`src/rtl/cskip_sub_serial_pkg.sv`:
```
// Shared definitions for the digit-serial carry-skip subtractor.
//   state_t     : FSM state encoding (IDLE / RUN / DONE, 2 bits)
//   DIGIT_DEF   : default digit (carry-skip cell) width
//   num_digits(): number of digit slices needed to cover a word
package cskip_pkg;

  typedef enum logic [1:0] {
    IDLE = 2'd0,
    RUN  = 2'd1,
    DONE = 2'd2
  } state_t;

  localparam int DIGIT_DEF = 4;

  function automatic int num_digits(input int width, input int digit);
    return (width + digit - 1) / digit;
  endfunction

endpackage

```
`src/rtl/cskip_sub_serial_digit.sv`:
```
// Carry-skip digit cell: DIGIT-bit ripple adder whose carry-out bypasses the
// ripple chain when every lane propagates.
//   sum  : out DIGIT  a + b + cin (low DIGIT bits)
//   cout : out 1      carry out of the cell
//   a, b : in  DIGIT  addends
//   cin  : in  1      carry in
module cskip_digit #(
  parameter int DIGIT = 4
) (
  output logic [DIGIT-1:0] sum,
  output logic             cout,
  input  logic [DIGIT-1:0] a,
  input  logic [DIGIT-1:0] b,
  input  logic             cin
);

  logic [DIGIT-1:0] p;
  logic             rc;

  assign p = a ^ b;

  always_comb begin
    sum = '0;
    rc  = cin;
    for (int i = 0; i < DIGIT; i++) begin
      sum[i] = p[i] ^ rc;
      rc     = (a[i] & b[i]) | (p[i] & rc);
    end
  end

  // Group propagate: if all lanes propagate, cin passes straight through.
  assign cout = (&p) ? cin : rc;

endmodule

```
`src/rtl/cskip_sub_serial.sv`:
```
// Digit-serial subtractor: o_diff = i_minuend - i_subtrahend mod 2^WIDTH and an
// unsigned borrow flag. One DIGIT-wide slice per clock, LSB slice first, via
// a single carry-skip cell computing A + ~B + 1.
//   i_clk, i_rst        : clock, synchronous active-high reset
//   i_valid / o_ready   : operand handshake (o_ready high only in IDLE)
//   i_minuend           : A
//   i_subtrahend        : B
//   o_valid / i_ready   : result handshake (o_valid high only in DONE)
//   o_diff              : A - B mod 2^WIDTH
//   o_borrow            : 1 iff A < B (unsigned)
module cskip_sub_serial
  import cskip_pkg::*;
#(
  parameter int WIDTH = 43,
  parameter int DIGIT = DIGIT_DEF
) (
  input  logic             i_clk,
  input  logic             i_rst,
  input  logic             i_valid,
  output logic             o_ready,
  input  logic [WIDTH-1:0] i_minuend,
  input  logic [WIDTH-1:0] i_subtrahend,
  output logic             o_valid,
  input  logic             i_ready,
  output logic [WIDTH-1:0] o_diff,
  output logic             o_borrow
);

  localparam int ND   = num_digits(WIDTH, DIGIT);
  localparam int PW   = ND * DIGIT;             // operand width padded to whole slices
  localparam int IW   = (ND > 1) ? $clog2(ND) : 1;
  localparam int REM  = WIDTH % DIGIT;
  localparam int TOPB = (REM == 0) ? 0 : REM;   // first padded lane of the top slice
  localparam logic [IW-1:0] LAST = IW'(ND - 1);

  state_t           state;
  logic [IW-1:0]    idx;
  logic             carry;
  logic [PW-1:0]    a_q, bn_q;
  logic [WIDTH-1:0] diff_q;
  logic             borrow_q, valid_q, ready_q;

  logic [WIDTH-1:0] sub_n;
  logic [DIGIT-1:0] a_sl, b_sl, sum;
  logic             cout, cout_top;

  assign sub_n = ~i_subtrahend;

  // Padded lanes hold 0 in both operands (zero-extended at accept).
  assign a_sl = a_q[int'(idx) * DIGIT +: DIGIT];
  assign b_sl = bn_q[int'(idx) * DIGIT +: DIGIT];

  cskip_digit #(.DIGIT(DIGIT)) u_digit (
    .sum  (sum),
    .cout (cout),
    .a    (a_sl),
    .b    (b_sl),
    .cin  (carry)
  );

  // With a partial top slice the carry out of bit WIDTH-1 lands in the first
  // padded lane, whose operand bits are 0, so its sum bit is that carry.
  assign cout_top = (REM != 0 && idx == LAST) ? sum[TOPB] : cout;

  always_ff @(posedge i_clk) begin
    if (i_rst) begin
      state    <= IDLE;
      idx      <= '0;
      carry    <= 1'b0;
      a_q      <= '0;
      bn_q     <= '0;
      diff_q   <= '0;
      borrow_q <= 1'b0;
      valid_q  <= 1'b0;
      ready_q  <= 1'b1;
    end else begin
      case (state)
        IDLE: if (i_valid) begin
          a_q     <= PW'(i_minuend);
          bn_q    <= PW'(sub_n);
          carry   <= 1'b1;
          idx     <= '0;
          diff_q  <= '0;
          ready_q <= 1'b0;
          state   <= RUN;
        end
        RUN: begin
          // Bit-wise write so padded lanes of the top slice never reach diff.
          for (int i = 0; i < DIGIT; i++)
            if (int'(idx) * DIGIT + i < WIDTH)
              diff_q[int'(idx) * DIGIT + i] <= sum[i];
          carry <= cout_top;
          idx   <= idx + 1'b1;
          if (idx == LAST) begin
            borrow_q <= ~cout_top;
            valid_q  <= 1'b1;
            state    <= DONE;
          end
        end
        DONE: if (i_ready) begin
          valid_q <= 1'b0;
          ready_q <= 1'b1;
          state   <= IDLE;
        end
        default: state <= IDLE;
      endcase
    end
  end

  assign o_ready  = ready_q;
  assign o_valid  = valid_q;
  assign o_diff   = diff_q;
  assign o_borrow = borrow_q;

endmodule
```
`config.mk`:
```
export PLATFORM = sky130hd
export DESIGN_NAME = cskip_sub_serial
export DESIGN_NICKNAME = d
export VERILOG_FILES = /design/src/rtl/cskip_sub_serial_pkg.sv /design/src/rtl/cskip_sub_serial_digit.sv /design/src/rtl/cskip_sub_serial.sv
export SDC_FILE = /design/constraint.sdc
export NUM_CORES = 1
export LEC_CHECK = 0
export ABC_AREA = 1
export ABC_CLOCK_PERIOD_IN_PS = 4440
export BUFFER_PORTS_ARGS = -buffer_cell sky130_fd_sc_hd__buf_2
export CAP_MARGIN = 20
export CORE_ASPECT_RATIO = 1.1
export CORE_MARGIN = 5
export CORE_UTILIZATION = 54
export DETAILED_ROUTE_END_ITERATION = 6
export PLACE_DENSITY_LB_ADDON = 0.15
export SLEW_MARGIN = 30
export SYNTH_ARGS = -nofsm -noshare
export SYNTH_HDL_FRONTEND = slang
export SYNTH_HIERARCHICAL = 1
export SYNTH_SLANG_ARGS = --single-unit
```
`constraint.sdc`:
```
create_clock -name i_clk -period 4.44 [get_ports i_clk]
set_input_delay 0.444 -clock i_clk [delete_from_list [all_inputs] [get_ports i_clk]]
set_output_delay 0.444 -clock i_clk [all_outputs]
set_load 0.02 [all_outputs]
```
==> run summary <==
STATUS
----------------------------------------------------------------------------------
Outcome ............................................................. finished clean

CLOCKING
----------------------------------------------------------------------------------
Root Buffer ......................................................... sky130_fd_sc_hd__clkbuf_16
CTS Hold Bufs .......................................................            0
Clock buffers created by TritonCTS ..................................           17
Clock tree from TritonCTS ...........................................          yes
Clock net sink count ................................................          139
Later-pin clock latency in the skew report ..........................      0.42 ns
Number of levels the H-tree was split into ..........................            4
Setup repair bufs after CTS .........................................            0
Resize count post-CTS ...............................................            0
Clk pin slew, worst setup/hold paths ................................      0.06 ns
Worst-case clock buffer depth .......................................            2

HOLD PATH
----------------------------------------------------------------------------------
End point of the most critical hold path ............................     bn_q[27]
Hold Path Depth .....................................................            2
Hold crit path type .................................................    in -> reg
Worst hold start .................................................... i_subtrahend[27]

DETAILED ROUTING
----------------------------------------------------------------------------------
Iter 0 DRT Violations ...............................................          535
Residual DRC count ..................................................            0
Total via count in the routed design ................................         5844
Detailed-route vias per instance ....................................         5.23
Routed WL per cell ..................................................      14.1 um
Detailed-routing iteration count for the pre-antenna-repair pass ....            5
Count of antenna-violating nets left after detailed routing .........            0
Wire length after detailed routing ..................................     15700 um

SYNTHESIS
----------------------------------------------------------------------------------
Commonest cells in the netlist ...................................... sky130_fd_sc_hd__nand2_1, sky130_fd_sc_hd__nor2_1, sky130_fd_sc_hd__dfxtp_1
Average size of a mapped cell .......................................    7.14 um^2
Total nets after synthesis ..........................................          953
Top cells by area in the synthesized netlist ........................ sky130_fd_sc_hd__dfxtp_1, sky130_fd_sc_hd__o21ai_0, sky130_fd_sc_hd__nand2_1, sky130_fd_sc_hd__nor2_1, sky130_fd_sc_hd__a21oi_1
Share of async-settable or async-resettable flops after synthesis ...           0%
Synth unique cells ..................................................           26
Count of flip-flops with a built-in enable after synthesis ..........            0
Warnings, synthesis .................................................            6
Library cell with the largest summed area after synthesis ........... sky130_fd_sc_hd__dfxtp_1
Number of standard cells after synthesis ............................          851
Total standard cell area after synthesis ............................    6070 um^2
Library cell with the highest instance count after synthesis ........ sky130_fd_sc_hd__nand2_1
Top FF cell, synth .................................................. sky130_fd_sc_hd__dfxtp_1
Portion of synthesized cell area occupied by the leading cell type ..        45.8%
Fraction of the yosys area taken by sequential cells ................        45.8%
Total of flip-flops plus latches after synthesis ....................          139

FLOORPLAN
----------------------------------------------------------------------------------
Die area ............................................................   13500 um^2
Die outline width ...................................................       111 um
Die Y-Extent ........................................................       121 um
Area inside the core boundary .......................................   11000 um^2
Row Count ...........................................................           40
Starting Density ....................................................        55.4%
Number of ports placed on the die boundary ..........................          136

LAYOUT
----------------------------------------------------------------------------------
Ant. Diodes .........................................................            0
Area growth from synthesis to layout ................................        20.5%
Final net count .....................................................         1059
Share of final-layout standard cells stronger than drive strength 1 .        20.1%
Fill cell count .....................................................         1026

SETUP PATH
----------------------------------------------------------------------------------
Crit-path cells ..................................................... buf_4, inv_2, nor2_1, nand3_1, nand2_1, nand2_1, nand3_1, inv_1, fa_1, inv_1, fa_1, fa_1, inv_1, fa_1, inv_1, inv_1, nor2_1, nand3_1, a21oi_1
Startpoint of the worst-slack reg-to-reg timing path ................       idx[1]
Startpoint kind of the worst setup timing path ......................    flip-flop
CP dominant cell by count ........................................... sky130_fd_sc_hd__inv_1
Worst stage delay on the critical path ..............................      0.45 ns
CP max FO ...........................................................           19
CP Data Required Time ...............................................      4.78 ns
Worst r2r dst .......................................................   o_diff[39]
Worst r2r path cells ................................................           19
FF-to-FF setup slack ................................................      0.73 ns
Capturing element type of the critical path .........................    flip-flop
Critical path class .................................................   reg -> reg
Max stage delay cell, worst path .................................... sky130_fd_sc_hd__nor2_1
Critical path arrival ...............................................      4.05 ns

GLOBAL ROUTE
----------------------------------------------------------------------------------
Total grt overflow ..................................................            0
Largest net degree at the start of global routing ...................           94
Number of global-route vias before repair ...........................         5530
Number of antenna violations at the first check in global routing ...            0
First-pass GRT wire length ..........................................     26100 um
Total routing usage reported by global routing ......................        23.5%

TIMING
----------------------------------------------------------------------------------
Final-report max-slew violation count ...............................            0
Layout Skew .........................................................    0.0107 ns
Unrepaired setup endpoints after global routing .....................        false
Slew at the pin closest to its max-slew limit .......................     0.802 ns
Number of setup violations in the final report ......................            0
Period utilisation layout ...........................................        83.5%
Worst slew slack as a fraction of its limit .........................        46.5%
Min Clock Period, post-route ........................................      3.71 ns
Post-route worst hold slack .........................................     0.190 ns
Final setup TNS .....................................................         0 ns
Highest Clock Rate ..................................................    0.270 GHz
Count of endpoints failing hold in the final timing report ..........            0

PLACE
----------------------------------------------------------------------------------
Final Wtd Congestion ................................................        0.828
Dpl hpwl ............................................................     10800 um
Number of buffers inserted by port buffering ........................          135

PWR
----------------------------------------------------------------------------------
Cell internal power dissipation .....................................      2350 uW
Static Leakage ......................................................   0.00330 uW
Proportion of power drawn by the clock network ......................        43.1%
Sw frac .............................................................        27.5%
Total power density per cell area ...................................  443 nW/um^2
Peak supply drop ....................................................     0.234 mV
Switching power summed over all nets ................................       892 uW
Combinational group share of total power ............................        14.8%
Portion of total power attributed to sequential cells ...............        42.1%

RUN
----------------------------------------------------------------------------------
MaxCap Viol Count ...................................................            0

-- placed cells by master (no fill, tap or decap) --
cell type,n
sky130_fd_sc_hd__clkinv_4,3
sky130_fd_sc_hd__clkbuf_8,3
sky130_fd_sc_hd__nand3_1,33
sky130_fd_sc_hd__a21oi_1,94
sky130_fd_sc_hd__o21ai_0,130
sky130_fd_sc_hd__o211ai_1,7
sky130_fd_sc_hd__o22ai_1,1
sky130_fd_sc_hd__nand4_1,6
sky130_fd_sc_hd__ha_1,8
sky130_fd_sc_hd__nand2_2,5
sky130_fd_sc_hd__o31ai_1,1
sky130_fd_sc_hd__inv_1,33
sky130_fd_sc_hd__or2_2,7
sky130_fd_sc_hd__nor3_2,1
sky130_fd_sc_hd__nand2_1,169
sky130_fd_sc_hd__clkbuf_1,2
sky130_fd_sc_hd__clkinv_2,3
sky130_fd_sc_hd__clkbuf_16,17
sky130_fd_sc_hd__nor3_4,1
sky130_fd_sc_hd__buf_2,135
sky130_fd_sc_hd__nor2_1,148
sky130_fd_sc_hd__fa_1,4
sky130_fd_sc_hd__clkinvlp_4,2
sky130_fd_sc_hd__bufinv_16,2
sky130_fd_sc_hd__inv_2,4
sky130_fd_sc_hd__o21ai_1,1
sky130_fd_sc_hd__dfxtp_2,1
sky130_fd_sc_hd__buf_4,9
sky130_fd_sc_hd__nor2_2,2
sky130_fd_sc_hd__dfxtp_1,138
-- area by class of cell --
type / instances / area, um^2 / share of cell area, %
Clock buffer: 22 / 474 / 6.48
Tap cell: 147 / 184 / 2.51
Multi-Input combinational cell: 618 / 2880 / 39.3
Clock inverter: 10 / 116 / 1.59
Timing Repair Buffer: 144 / 743 / 10.2
Inverter: 37 / 139 / 1.90
Sequential cell: 139 / 2780 / 38.0
-- per-layer routing --
layer  vias to the layer above  part of all wire (%)  wire, um  GRT usage, %
met4                         0                   2.2       352          10.0
met2                       177                    47      7440          38.2
met5                         -                     0         0             0
li1                       2999                     -         -             -
met3                        28                   5.8       913          4.99
met1                      2640                    45      7010          30.5
-- metrics by stage --
step	instance area, um^2	std cells	setup WS (ns)	total power [uW]	utilization, %
after floorplan	6070	851	1.09	1720	-
after detailed placement	6730	1085	0.802	1860	61.4
after CTS	7320	1117	0.798	3260	66.8
final	7320	1117	0.732	3240	66.8
after global placement	6730	1085	0.887	1860	61.4
after global routing	7320	1117	0.476	3380	66.8
-- cells by family (layout without fill, tap and decap cells) --
logic type	count (synthesis)	in the layout	synth area share (%)
simple gates	372	372	24.8
compound gates	234	234	19.6
flops	139	139	45.8
buf+inv	94	213	6.76
fa+ha+maj	12	12	2.97
-- sequential cells by signal, indices dropped and copies added (netlist names) --
register  cells
a_q          43
o_diff       43
bn_q         43
o_borrow      1
state         2
o_ready       1
idx           4
o_valid       1
carry         1
-- power by group through the flow --
stage,sequential (uW),combinational [uW],clock (uW)
6_report,1370,479,1400
5_1_grt,1370,543,1470
4_1_cts,1370,479,1410
3_5_place_dp,1390,473,0
3_3_place_gp,1390,470,0
2_1_floorplan,1380,334,0
-- worst max-delay path by stage --
stage	startpoint	to	slack (ns)	depth (start not counted)
CTS	idx[1]	o_diff[39]	0.80	19
detailed placement	idx[1]	o_diff[39]	0.80	19
floorplan	idx[0]	o_diff[39]	1.09	20
global route	idx[1]	o_diff[39]	0.48	19
global placement	idx[1]	o_diff[39]	0.89	19
finish	idx[1]	o_diff[39]	0.73	19
-- critical path: cells and delay by family, from the launching register on --
kind                     cells  cell delay, ns
flip-flops                   1            0.31
adder cells (fa/ha/maj)      4            1.23
buffers and inverters        7            0.92
AO/OA/AOI/OAI                1            0.14
AND/OR/NAND/NOR              7            1.04
Power figures use the tool's default switching activity.
